--- config.mk ---
export PLATFORM = sky130hd
export DESIGN_NAME = multi_channel_timer
export DESIGN_NICKNAME = d
export VERILOG_FILES = /design/src/rtl/timer_pkg.sv /design/src/rtl/timer_channel.sv /design/src/rtl/multi_channel_timer.sv
export SDC_FILE = /design/constraint.sdc
export NUM_CORES = 1
export LEC_CHECK = 0
export CELL_PAD_IN_SITES_DETAIL_PLACEMENT = 0
export CELL_PAD_IN_SITES_GLOBAL_PLACEMENT = 1
export CORE_MARGIN = 5
export CORE_UTILIZATION = 47
export CTS_BUF_LIST = sky130_fd_sc_hd__clkbuf_4 sky130_fd_sc_hd__clkbuf_8 sky130_fd_sc_hd__clkbuf_16
export DETAILED_ROUTE_END_ITERATION = 8
export PLACE_DENSITY_LB_ADDON = 0.1
export SLEW_MARGIN = 20
export SYNTH_ARGS = -nofsm -noshare
export SYNTH_HDL_FRONTEND = slang
export SYNTH_SLANG_ARGS = --single-unit
export TNS_END_PERCENT = 10
--- constraint.sdc ---
create_clock -name clk_135_MHz -period 4.12 [get_ports clk_135_MHz]
set_input_delay 0.824 -clock clk_135_MHz [delete_from_list [all_inputs] [get_ports clk_135_MHz]]
set_output_delay 0.824 -clock clk_135_MHz [all_outputs]
set_load 0.01 [all_outputs]
--- src/rtl/timer_pkg.sv ---
// Shared types for the multi-channel timer: channel modes and config-field selectors.
package timer_pkg;

  localparam int MODE_W = 2;

  typedef enum logic [MODE_W-1:0] {
    MODE_OFF     = 2'd0,
    MODE_TOGGLE  = 2'd1,
    MODE_PWM     = 2'd2,
    MODE_ONESHOT = 2'd3
  } mode_t;

  typedef enum logic [1:0] {
    SEL_PERIOD = 2'd0,
    SEL_DUTY   = 2'd1,
    SEL_MODE   = 2'd2,
    SEL_RSVD   = 2'd3
  } cfg_sel_t;

endpackage

--- src/rtl/timer_channel.sv ---
// One timer channel: free-running counter, shadow/active period and duty, mode state.
module timer_channel
  import timer_pkg::*;
#(
  parameter int               CNT_W      = 32,
  parameter logic [CNT_W-1:0] RESET_TC   = '1,
  parameter logic [CNT_W-1:0] RESET_DUTY = '0,
  parameter mode_t            RESET_MODE = MODE_TOGGLE
) (
  input  logic             clk_135_MHz,
  input  logic             rst_n,
  input  logic             wr_period,
  input  logic             wr_duty,
  input  logic             wr_mode,
  input  logic [CNT_W-1:0] wr_data,
  output logic             ch_out,
  output logic             ch_tick
);

  mode_t            mode_q, mode_d;
  logic             oneshot_done_q, oneshot_done_d;
  logic [CNT_W-1:0] cnt_q, cnt_d;
  logic [CNT_W-1:0] tc_q, tc_d, duty_q, duty_d;
  logic [CNT_W-1:0] tc_sh_q, tc_sh_d, duty_sh_q, duty_sh_d;
  logic             out_d, tick_d;
  logic             running, wrap;

  always_ff @(posedge clk_135_MHz or negedge rst_n) begin
    if (!rst_n) begin
      mode_q         <= RESET_MODE;
      oneshot_done_q <= 1'b0;
      cnt_q          <= '0;
      tc_q           <= RESET_TC;
      duty_q         <= RESET_DUTY;
      tc_sh_q        <= RESET_TC;
      duty_sh_q      <= RESET_DUTY;
      ch_out         <= 1'b0;
      ch_tick        <= 1'b0;
    end else begin
      mode_q         <= mode_d;
      oneshot_done_q <= oneshot_done_d;
      cnt_q          <= cnt_d;
      tc_q           <= tc_d;
      duty_q         <= duty_d;
      tc_sh_q        <= tc_sh_d;
      duty_sh_q      <= duty_sh_d;
      ch_out         <= out_d;
      ch_tick        <= tick_d;
    end
  end

  always_comb begin
    running        = (mode_q != MODE_OFF) && !((mode_q == MODE_ONESHOT) && oneshot_done_q);
    wrap           = running && (cnt_q == tc_q);
    mode_d         = mode_q;
    oneshot_done_d = oneshot_done_q;
    cnt_d          = cnt_q;
    tc_d           = tc_q;
    duty_d         = duty_q;
    tc_sh_d        = tc_sh_q;
    duty_sh_d      = duty_sh_q;
    out_d          = ch_out;
    tick_d         = 1'b0;

    if (wr_period) tc_sh_d = wr_data;
    if (wr_duty)   duty_sh_d = wr_data;

    // A mode write restarts the channel and overrides any wrap on the same edge.
    if (wr_mode) begin
      mode_d         = mode_t'(wr_data[MODE_W-1:0]);
      cnt_d          = '0;
      tc_d           = tc_sh_q;
      duty_d         = duty_sh_q;
      oneshot_done_d = 1'b0;
      out_d          = (mode_d == MODE_ONESHOT);
    end else if (!running) begin
      cnt_d  = '0;
      out_d  = 1'b0;
      tc_d   = tc_sh_d;
      duty_d = duty_sh_d;
    end else begin
      // Active copies only change at the wrap, using the already-updated shadow (write-through).
      if (wrap) begin
        cnt_d  = '0;
        tick_d = 1'b1;
        tc_d   = tc_sh_d;
        duty_d = duty_sh_d;
      end else begin
        cnt_d = cnt_q + CNT_W'(1);
      end
      case (mode_q)
        MODE_TOGGLE:  if (wrap) out_d = !ch_out;
        MODE_PWM:     out_d = (cnt_d < duty_d);
        MODE_ONESHOT: if (wrap) begin
                        out_d          = 1'b0;
                        oneshot_done_d = 1'b1;
                      end
        default:      out_d = 1'b0;
      endcase
    end
  end

endmodule

--- src/rtl/multi_channel_timer.sv ---
// N-channel timer/blinker: decodes the config write port into per-channel enables.
module multi_channel_timer
  import timer_pkg::*;
#(
  parameter int         NUM_CH         = 4,
  parameter int         CNT_W          = 32,
  parameter int         DEFAULT_PERIOD = 135_000_000,
  parameter logic [1:0] DEFAULT_MODE   = 2'd1,
  parameter int         CH_W           = (NUM_CH > 1) ? $clog2(NUM_CH) : 1
) (
  input  logic              clk_135_MHz,
  input  logic              rst_n,
  input  logic              cfg_valid,
  input  logic [CH_W-1:0]   cfg_ch,
  input  logic [1:0]        cfg_sel,
  input  logic [CNT_W-1:0]  cfg_data,
  output logic              cfg_err,
  output logic [NUM_CH-1:0] ch_out,
  output logic [NUM_CH-1:0] ch_tick
);

  localparam logic [CNT_W-1:0] RESET_TC   = CNT_W'(DEFAULT_PERIOD - 1);
  localparam logic [CNT_W-1:0] RESET_DUTY = CNT_W'(DEFAULT_PERIOD / 2);
  localparam logic [CH_W:0]    NUM_CH_W   = (CH_W + 1)'(NUM_CH);

  logic              wr_ok;
  logic [NUM_CH-1:0] wr_period, wr_duty, wr_mode;

  always_comb begin
    wr_ok     = ({1'b0, cfg_ch} < NUM_CH_W) && (cfg_sel != SEL_RSVD);
    wr_period = '0;
    wr_duty   = '0;
    wr_mode   = '0;
    for (int i = 0; i < NUM_CH; i++) begin
      if (cfg_valid && wr_ok && (cfg_ch == CH_W'(i))) begin
        wr_period[i] = (cfg_sel == SEL_PERIOD);
        wr_duty[i]   = (cfg_sel == SEL_DUTY);
        wr_mode[i]   = (cfg_sel == SEL_MODE);
      end
    end
  end

  always_ff @(posedge clk_135_MHz or negedge rst_n) begin
    if (!rst_n) cfg_err <= 1'b0;
    else        cfg_err <= cfg_valid && !wr_ok;
  end

  for (genvar g = 0; g < NUM_CH; g++) begin : g_ch
    timer_channel #(
      .CNT_W      (CNT_W),
      .RESET_TC   (RESET_TC),
      .RESET_DUTY (RESET_DUTY),
      .RESET_MODE (mode_t'(DEFAULT_MODE))
    ) u_ch (
      .clk_135_MHz (clk_135_MHz),
      .rst_n       (rst_n),
      .wr_period   (wr_period[g]),
      .wr_duty     (wr_duty[g]),
      .wr_mode     (wr_mode[g]),
      .wr_data     (cfg_data),
      .ch_out      (ch_out[g]),
      .ch_tick     (ch_tick[g])
    );
  end

endmodule

==> results.ini <==
[run_status]
status = finished, final reports clean

[drt]
drc = 0
drt_pass1_iterations = 5
post_drt_wl_per_cell_um = 22.7
antenna_left = 0
via_count = 23700
drtIter0Drc = 1738
avgViaCountPerCell = 5.67
totalWireLength_mm = 94.8

[worst_setup_path]
required_ps = 4660
critical_path_arrival_ps = 4480
path_class = flip-flop to flip-flop
critPathCaptureType = flip-flop
start_kind = flip-flop
critical_path.max_fanout = 15

[power_and_ir_drop]
p_total_w = 0.0237
cellLeakagePower_nw = 17.3
power.density_mw_per_mm2 = 598
vdd_ir_drop_max_mv = 0.359

[logic_synthesis]
syn_inst = 2938
syn-num-nets = 3121
synth-edff-count = 0
synth_top_family_by_area = multiplexers
synthXorXnorAreaFrac = 0.0644
synthMuxAreaShare = 0.168
async_reset_ff_frac = 1.00
avgSynthCellArea_um2 = 11.5
synth-seq-cells = 661
yosys.area_share.adder = 0.0534
syn_area_mm2 = 0.0337
synth-simple-area-share = 0.101
yosysWarnings = 0
ys_seq_area_frac = 0.500
synth_compound_gate_area_share = 0.0869
ys.flop_type = dfrtp_1
synth_cell_type_count = 61

[clock_tree]
hold_buffers = 0
root_buffer = clkbuf_16
clk_pin_slew_ps = 60
clockBufferDepth = 3
h-tree-depth = 3
insertion_delay_ps = 620
cts_tree = built
cts.sinks = 661
cts_inserted_buffers = 76

[floorplanning]
dieArea_mm2 = 0.0772
fp-row-count = 98
die_w_um = 278
start_util = 0.473
io_pins = 48
core_mm2 = 0.0714
dieHeight_um = 278

[sta]
hold_slack_ps = 230
setup_viol = 0
fin_skew_ps = 22.3
period_share = 0.957
rsz0062_at_grt = yes
relSlewSlack = 0.357
hold_viol = 0
fmax_mhz = 254
timing.final.crit_period_ps = 3940
slew_violations = 0
worst_slew_pin_slew_ps = 965

[min_path]
hold_class = input port to asynchronous set/reset pin

[grt]
grt_pass1_vias = 24800
grt_pass1_wl_mm = 148
grt_max_degree = 102
grt_usage = 0.244
antenna_found_initial = 10
globalRouteOverflowTotal = 0

[place]
hpwl_mm = 65.4
dpl_cell_area_mm2 = 0.0368
place.gp.congestion = 0.830
place_inst = 4013
io_buffer_count = 47

[cells_and_area]
instances_no_fill = 4170
syn2layout_area_growth_pct = 17.6
drive_gt1_frac = 0.332
post-route-util = 0.556
fin_nets = 3335
fin_area_mm2 = 0.0397
fill_cells = 6105

[run]
maxCapViolations = 0

routing by layer:
| metal | track usage | vias to the layer above | routed length (µm) | part of all wire |
|---|---|---|---|---|
| li1 | - | 10900 | - | - |
| met1 | 0.343 | 12100 | 42700 | 0.45 |
| met2 | 0.389 | 513 | 44200 | 0.47 |
| met3 | 0.0371 | 160 | 4440 | 0.047 |
| met4 | 0.0867 | 0 | 3410 | 0.036 |
| met5 | 0 | - | 0 | 0 |
power by group:
part | total, W | switching [W] | internal, W | leakage (nW)
Sequential | 0.00999 | 0.000992 | 0.00900 | 7.89
Clock | 0.00701 | 0.00275 | 0.00426 | 1.34
Combinational | 0.00673 | 0.00348 | 0.00325 | 8.07
Total | 0.0237 | 0.00722 | 0.0165 | 17.3
cell usage in the layout, fill, tap and decap left out, types with 31 or more instances in the layout:
cell type / instances
nor2_1: 240
inv_1: 31
a21oi_1: 104
mux2_2: 378
dfrtp_1: 405
xnor2_1: 44
o21a_1: 125
nand4_1: 58
o211ai_1: 69
buf_4: 220
o21ai_0: 81
nand3_1: 60
clkdlybuf4s50_1: 46
nand2_1: 147
mux2i_1: 130
ha_1: 143
dfstp_2: 252
xor2_1: 202
clkbuf_16: 79
nor3_1: 107
cells in the mapped netlist, types with 4 or more instances:
library cell,n,area [µm²]
nor4_1,35,219
nand3b_1,7,52.6
a21o_1,27,203
and3_1,16,100
and2_1,4,25.0
buf_6,6,67.6
ha_1,144,1800
buf_4,23,173
a31oi_1,6,37.5
buf_2,28,140
buf_1,27,101
dfrtp_1,409,10200
o221ai_1,4,35.0
clkbuf_1,74,278
nor3_1,108,541
nand3_1,60,300
nand2b_1,7,43.8
o21a_1,125,938
mux2_1,11,124
a21oi_1,104,521
o211ai_1,69,518
o21ai_0,81,405
xor2_1,204,1790
and4_1,11,96.3
mux2i_1,130,1300
nand4_1,58,363
nor2_1,245,920
a211oi_1,5,37.5
inv_1,31,116
nor2b_1,5,31.3
nand2_1,150,563
dfstp_2,252,6620
o21ai_1,11,55.1
mux2_2,378,4260
xnor2_1,44,385
state kept, by name (all words and copies together) (netlist names):
name and count:
g_ch.u_ch.cnt_q 128, g_ch.u_ch.duty_q 128, g_ch.u_ch.duty_sh_q 128, g_ch.u_ch.tc_q 128
g_ch.u_ch.tc_sh_q 128, g_ch.u_ch.mode_q 8, g_ch.u_ch.ch_out 4, g_ch.u_ch.ch_tick 4
g_ch.u_ch.oneshot_done_q 4, cfg_err 1
critical path: stages (launching register included):
cell and delay, ps:
dfrtp_1 470, xor2_1 180, nor4_1 290, nand4_1 180, buf_4 200, nor3_4 250
buf_12 180, buf_12 150, nor2_1 80, ha_1 200, or4b_2 630, o221ai_1 230
nor4b_4 230, buf_4 150, and3_1 160, o211ai_1 90, a31oi_1 170
worst paths after layout:
kind | slack [ps] | endpoint | from | cells past startpoint
max | 180 | g_ch[0].u_ch.ch_out | g_ch[0].u_ch.cnt_q[7] | 16
min | 230 | g_ch[0].u_ch.ch_tick | rst_n | 1
min reg2reg | 480 | g_ch[2].u_ch.duty_q[30] | g_ch[2].u_ch.duty_sh_q[30] | 1
max in group asynchronous | 2790 | g_ch[1].u_ch.tc_sh_q[2] | rst_n | 2
min in group clk_135_MHz | 480 | g_ch[2].u_ch.duty_q[30] | g_ch[2].u_ch.duty_sh_q[30] | 1
max reg2reg | 180 | g_ch[0].u_ch.ch_out | g_ch[0].u_ch.cnt_q[7] | 16
cells by family after synthesis:
logic type / after synthesis
simple gates: 722
compound gates: 453
fa+ha+maj: 144
buf+inv: 191
xor+xnor: 248
flops: 661
mux: 519
repair_timing:
item                       in CTS  in global routing
gates resized for setup         3                 26
pin swaps                       0                 11
setup buffers                   0                 11
setup endpoints to repair       3                  4
area by class of cell:
class | instances | area, µm² | area share
antenna | 4 | 10.0 | 0.000252
clock buffer | 124 | 2450 | 0.0617
clock inverter | 18 | 198 | 0.00498
inverter | 31 | 116 | 0.00293
multi-input combinational | 2086 | 16200 | 0.408
sequential | 661 | 16900 | 0.425
tap | 950 | 1190 | 0.0300
timing repair buffer | 296 | 2660 | 0.0671
per-stage QoR:
stage	setup slack, ps	setup TNS (ps)
4_1_cts	-48.5	-48.5
5_1_grt	-28.8	-28.8
3_5_place_dp	-254	-515
6_report	178	0
2_1_floorplan	255	0
3_3_place_gp	-107	-264
(Power assumes the default switching activity.)
